[src/rtl/div.sv]
// div: iterative 32-bit signed/unsigned restoring divider returning {remainder, quotient}
module div (
   input  logic        clk,
   input  logic        rst,
   input  logic        signed_div_i,
   input  logic [31:0] opdata1_i,
   input  logic [31:0] opdata2_i,
   input  logic        start_i,
   input  logic        annul_i,
   output logic [63:0] result_o,
   output logic        ready_o,
   output logic        stallreq_o
);
   typedef enum logic [1:0] {DivFree, DivByZero, DivOn, DivEnd} state_t;
   state_t      state_q, state_d;
   logic [64:0] dividend_q, dividend_d;
   logic [31:0] divisor_q, divisor_d;
   logic [5:0]  cnt_q, cnt_d;
   logic        sgn_q, sgn_d, s1_q, s1_d, s2_q, s2_d;
   logic [63:0] result_q, result_d;
   logic        ready_q, ready_d;
   logic [32:0] t;
   logic [31:0] abs1, abs2, quot, rem;
   assign t    = {1'b0, dividend_q[63:32]} - {1'b0, divisor_q};
   assign abs1 = (signed_div_i && opdata1_i[31]) ? -opdata1_i : opdata1_i;
   assign abs2 = (signed_div_i && opdata2_i[31]) ? -opdata2_i : opdata2_i;
   assign quot = (sgn_q && (s1_q ^ s2_q)) ? -dividend_q[31:0] : dividend_q[31:0];
   assign rem  = (sgn_q && s1_q) ? -dividend_q[64:33] : dividend_q[64:33];
   always_comb begin
      state_d    = state_q;
      dividend_d = dividend_q;
      divisor_d  = divisor_q;
      cnt_d      = cnt_q;
      sgn_d      = sgn_q;
      s1_d       = s1_q;
      s2_d       = s2_q;
      result_d   = result_q;
      ready_d    = ready_q;
      case (state_q)
         DivFree: begin
            ready_d  = 1'b0;
            result_d = 64'd0;
            if (start_i && !annul_i) begin
               state_d    = (opdata2_i == 32'd0) ? DivByZero : DivOn;
               cnt_d      = 6'd0;
               dividend_d = {32'd0, abs1, 1'b0};
               divisor_d  = abs2;
               sgn_d      = signed_div_i;
               s1_d       = opdata1_i[31];
               s2_d       = opdata2_i[31];
            end
         end
         DivByZero: begin
            dividend_d = 65'd0;
            state_d    = DivEnd;
         end
         DivOn: begin
            if (annul_i) begin
               state_d = DivFree;
            end else if (cnt_q != 6'd32) begin
               dividend_d = t[32] ? {dividend_q[63:0], 1'b0} : {t[31:0], dividend_q[31:0], 1'b1};
               cnt_d      = cnt_q + 6'd1;
            end else begin
               // sign correction is folded back into the dividend register
               dividend_d = {rem, dividend_q[32], quot};
               state_d    = DivEnd;
            end
         end
         DivEnd: begin
            result_d = start_i ? {dividend_q[64:33], dividend_q[31:0]} : 64'd0;
            ready_d  = start_i;
            state_d  = start_i ? DivEnd : DivFree;
         end
      endcase
   end
   always_ff @(posedge clk) begin
      if (rst) begin
         state_q    <= DivFree;
         dividend_q <= 65'd0;
         divisor_q  <= 32'd0;
         cnt_q      <= 6'd0;
         sgn_q      <= 1'b0;
         s1_q       <= 1'b0;
         s2_q       <= 1'b0;
         result_q   <= 64'd0;
         ready_q    <= 1'b0;
      end else begin
         state_q    <= state_d;
         dividend_q <= dividend_d;
         divisor_q  <= divisor_d;
         cnt_q      <= cnt_d;
         sgn_q      <= sgn_d;
         s1_q       <= s1_d;
         s2_q       <= s2_d;
         result_q   <= result_d;
         ready_q    <= ready_d;
      end
   end
   assign result_o   = result_q;
   assign ready_o    = ready_q;
   assign stallreq_o = start_i & ~ready_q & ~annul_i;
endmodule

[config.mk]
export PLATFORM = sky130hd
export DESIGN_NAME = div
export DESIGN_NICKNAME = d
export VERILOG_FILES = /design/src/rtl/div.sv
export SDC_FILE = /design/constraint.sdc
export NUM_CORES = 1
export LEC_CHECK = 0
export ABC_AREA = 1
export CAP_MARGIN = 20
export CORE_MARGIN = 5
export CORE_UTILIZATION = 27
export DETAILED_ROUTE_END_ITERATION = 8
export GPL_TIMING_DRIVEN = 0
export PLACE_DENSITY_LB_ADDON = 0.15
export SYNTH_ARGS = -nofsm -noshare
export SYNTH_HDL_FRONTEND = slang
export SYNTH_SLANG_ARGS = --single-unit
export TNS_END_PERCENT = 50
[constraint.sdc]
create_clock -name clk -period 5.02 [get_ports clk]
set_clock_uncertainty 0.1 [all_clocks]
set_input_delay 1.004 -clock clk [delete_from_list [all_inputs] [get_ports clk]]
set_output_delay 1.004 -clock clk [all_outputs]
set_load 0.02 [all_outputs]
==> results.md <==
Place:
- The number of placed cells counting well taps is roughly 2,900.
- At the end of routability-driven placement, the weighted congestion stood at roughly 0.95.
- OpenSTA, run right after detailed placement, puts the worst setup slack at ~1.5 ns.
- During placement, the flow inserted port buffers numbering about 130.
- Once placement finished, the instance area stood at between 15,000 and 20,000 um2.
- The estimated wirelength of the detail-placed design is roughly 43 mm.

STA:
- The actual slew at the worst max-slew pin is ~1.1 ns.
- The count of final max-slew check failures is 0.
- After layout, the minimum clock period comes to 3.562 ns.
- Setup violations remaining at the end of the flow were counted as 0.
- In the finished design, the share of the clock period the worst path needs comes to 0.7096.
- The final hold violation count is 0.
- Adding up every negative setup slack in the final design gives 0 ns.
- The worst relative slew slack is 0.2492.
- The highest clock rate is around 280 MHz.
- Setup repair after global routing left no endpoint under its margin.
- The slack of the critical path is about 1.5 ns.

Global routing:
- Entering global routing, the biggest net connects 17 pins.
- The first global-routing pass estimated between 80 and 90 mm of wire.
- The total overflow reported by the global router is 0.
- The total global-route track usage is 0.1966.
- The initial antenna violation count came to 1.
- The via count of the first global-routing pass is around 14,000.

Floorplan:
- The die is between 200 and 250 um wide.
- The die covers between 50,000 and 60,000 um2.
- The standard cell core area is 47,850 um2.
- around 140 I/O pins were placed.
- The initial utilization of the core area, before any placement, comes to 0.2730.
- The standard-cell row count is 80.
- The die is between 200 and 250 um tall.

Clocking:
- After clock tree synthesis, the flow added hold-fix buffers numbering 0.
- Clock tree synthesis found a total of between 150 and 200 sinks.
- The clock insertion delay at the later pin of the skew report is approximately 0.47 ns.
- TritonCTS built the clock tree.
- The number of gates resized after CTS is 0.
- The total number of H-tree levels is 4.
- The number of buffers created by CTS is 17.
- The maximum root-to-sink buffer count is 2.
- Clock-pin slew was measured on the worst setup and hold paths at about 0.07 ns.
- The root buffer cell chosen for the clock tree is sky130_fd_sc_hd__clkbuf_16.
- The number of buffers inserted by post-CTS setup repair is 0.

Worst setup path:
- STA classifies the critical path startpoint as an input pin.
- STA classifies the critical path endpoint as a primary output.
- The critical path launch point is annul_i.
- The data arrival time of the critical path is roughly 2.5 ns.
- At the worst endpoint, the required time is between 3 and 4 ns.
- The startpoint identified for the worst register-to-register timing path is state_q[1]$_SDFFE_PP0P_.
- Along the worst path, the maximum fanout reaches 3.
- The classification of the worst setup path is input pin to primary output.

Hold path:
- The worst hold path begins at result_o[9]$_SDFFE_PP0P_.
- The tightest min-delay check is of the register to register type.

Synthesis:
- The synthesized design contains about 170 register bits.
- The mean instance size in the synthesized netlist is 6.009 um2.
- Sorting the synthesized cells by area gives the leading types as sky130_fd_sc_hd__dfxtp_1 27%, sky130_fd_sc_hd__nand2_1 16%, sky130_fd_sc_hd__a21oi_1 9.1%.
- The number of warnings issued by yosys is 0.
- The number of distinct library cell variants in the gate-level netlist after synthesis is 52.
- The most frequently used flop master after synthesis is sky130_fd_sc_hd__dfxtp_1.
- The number of enable flip-flop cells after synthesis is 0.
- sky130_fd_sc_hd__dfxtp_1 takes more of the synthesized area than any other cell.
- The share of the Yosys chip area taken by registers is 0.2651.
- The most common cell in the netlist is sky130_fd_sc_hd__nand2_1.
- The post-synth design cell area is about 13,000 um2.
- The synthesized instance count is 2,174.
- The share of flip-flops with an asynchronous set or reset after synthesis is 0.
- The fraction of post-synthesis cell area in the top cell type by area is 0.2651.
- Ranked by instance count, the synthesized netlist is headed by 560 x sky130_fd_sc_hd__nand2_1, 286 x sky130_fd_sc_hd__inv_1, 238 x sky130_fd_sc_hd__a21oi_1.
- The number of nets produced by synthesis is around 2,300.

Finish:
- The post-route non-filler standard cell count is 2,954.
- The finished cells cover approximately 16,000 um2.
- In the final design database the tool counted around 2,400 nets.
- The share of layout cells above drive strength 1 is 0.04831.
- The repair_antennas step left the layout with diodes totalling 0.
- The layout overhead on the synthesized area is 20.75%.
- The number of fill cells is approximately 5,300.

Route:
- After detailed routing, the average wire length per cell comes to 18.03 um.
- The DRC violation count after routing is 0.
- Once detail routing completed, the nets flagged for antenna violations numbered 0.
- The post-detailed-routing wire length is 53.25 mm.
- The number of DRC markers after the initial detailed-route iteration is ~1,100.
- Dividing the detail-routed via count by the number of cells gives 4.874.
- The first-pass detailed-route iteration total is 5.
- The number of vias after detailed routing is between 10,000 and 15,000.

Run status:
- The run finished with clean final reports.

Pwr:
- The internal power is ~3100 uW.
- The leakage power total is about 0.0070 uW.
- The combinational share of power is 0.478.
- IR analysis of the VDD net gives a maximum drop of between 0.00015 and 0.0002 V.
- Summed over all nets, the switching power comes to ~2900 uW.
- Power comes to approximately 6000 uW.
- The share of total power in sequential cells is 0.283.
- The switching share of power is 0.4792.
- The ratio of total power to cell area is ~380 nW/um2.
- The clock network fraction of total power is 0.239.

Run:
- The max-cap check violation count is 0.
cell usage in the layout, fill, tap and decap left out, types with 12 or more instances in the layout:
cell type / Yosys / layout
sky130_fd_sc_hd__o21ai_0: 127 / 127
sky130_fd_sc_hd__ha_1: 43 / 43
sky130_fd_sc_hd__clkbuf_1: 52 / 52
sky130_fd_sc_hd__buf_2: 15 / 15
sky130_fd_sc_hd__nand2_1: 560 / 560
sky130_fd_sc_hd__a21oi_1: 238 / 238
sky130_fd_sc_hd__nor2_1: 235 / 235
sky130_fd_sc_hd__nand4_1: 22 / 22
sky130_fd_sc_hd__inv_1: 286 / 286
sky130_fd_sc_hd__dfxtp_1: 173 / 173
sky130_fd_sc_hd__xor2_1: 41 / 41
sky130_fd_sc_hd__nand2_2: 12 / 12
sky130_fd_sc_hd__nor3_1: 30 / 30
sky130_fd_sc_hd__nand3_1: 169 / 169
sky130_fd_sc_hd__clkbuf_16: 0 / 17
sky130_fd_sc_hd__clkdlybuf4s50_1: 0 / 133
sky130_fd_sc_hd__o211ai_1: 31 / 31
sky130_fd_sc_hd__o21bai_1: 12 / 12
sky130_fd_sc_hd__xnor2_1: 14 / 14
cells by family after synthesis:
| family | synth area share |
|---|---|
| flops | 0.2651 |
| compound gates | 0.1952 |
| xor+xnor | 0.03687 |
| simple gates | 0.3463 |
| buf+inv | 0.1138 |
| fa+ha+maj | 0.04272 |
state kept, by name (all words and copies together) (netlist names):
name and flops:
dividend_q 65, ready_o 1, result_o 64, sgn_q 1, divisor_q 32, state_q 2
s1_q 1, s2_q 1, cnt_q 6
power groups by stage:
stage | clock network [uW] | registers [uW] | logic, uW
finish | 1430 | 1700 | 2870
global route | 1520 | 1720 | 3180
CTS | 1470 | 1690 | 2830
detailed placement | 0 | 1730 | 2820
global placement | 0 | 1720 | 2820
floorplan | 0 | 1660 | 1910
per-layer routing:
metal  GRT usage  part of all wire
met1      0.2843              0.49
met2      0.3096              0.44
met3     0.02726             0.051
met4     0.04801             0.016
met5           0           0.00038
through the flow:
step | hold slack [ns] | util
3_3_place_gp | 0.3555 | 0.3169
6_report | 0.3633 | 0.3297
5_1_grt | 0.3819 | 0.3297
4_1_cts | 0.3668 | 0.3297
3_5_place_dp | 0.3554 | 0.3169
2_1_floorplan | 0.3410 | -
worst max-delay path, cell delays in order:
cell	delay, ns
sky130_fd_sc_hd__clkdlybuf4s50_1	0.49
sky130_fd_sc_hd__inv_1	0.14
sky130_fd_sc_hd__nand2_1	0.10
sky130_fd_sc_hd__nor2_1	0.11
sky130_fd_sc_hd__clkdlybuf4s50_1	0.62
area by class of cell:
type                    count  area, um2  area share
multi-input cells        1622       8114      0.5144
flip-flops and latches    173       3463      0.2196
repair buffers            133       1331     0.08440
inverters                 298       1119     0.07091
well taps                 615      769.5     0.04878
clock buffers              17      425.4     0.02697
plain buffers              81      367.9     0.02332
clock inverters            15      183.9     0.01166
final timing paths:
path / to / slack, ns / cells past startpoint
worst max-delay path: stallreq_o / 1.46 / 5
worst min-delay path: result_o[9]$_SDFFE_PP0P_ / 0.36 / 2
worst max register to register: result_o[57]$_SDFFE_PP0P_ / 1.65 / 7
worst min register to register: result_o[9]$_SDFFE_PP0P_ / 0.36 / 2
Power figures use the tool's default switching activity.
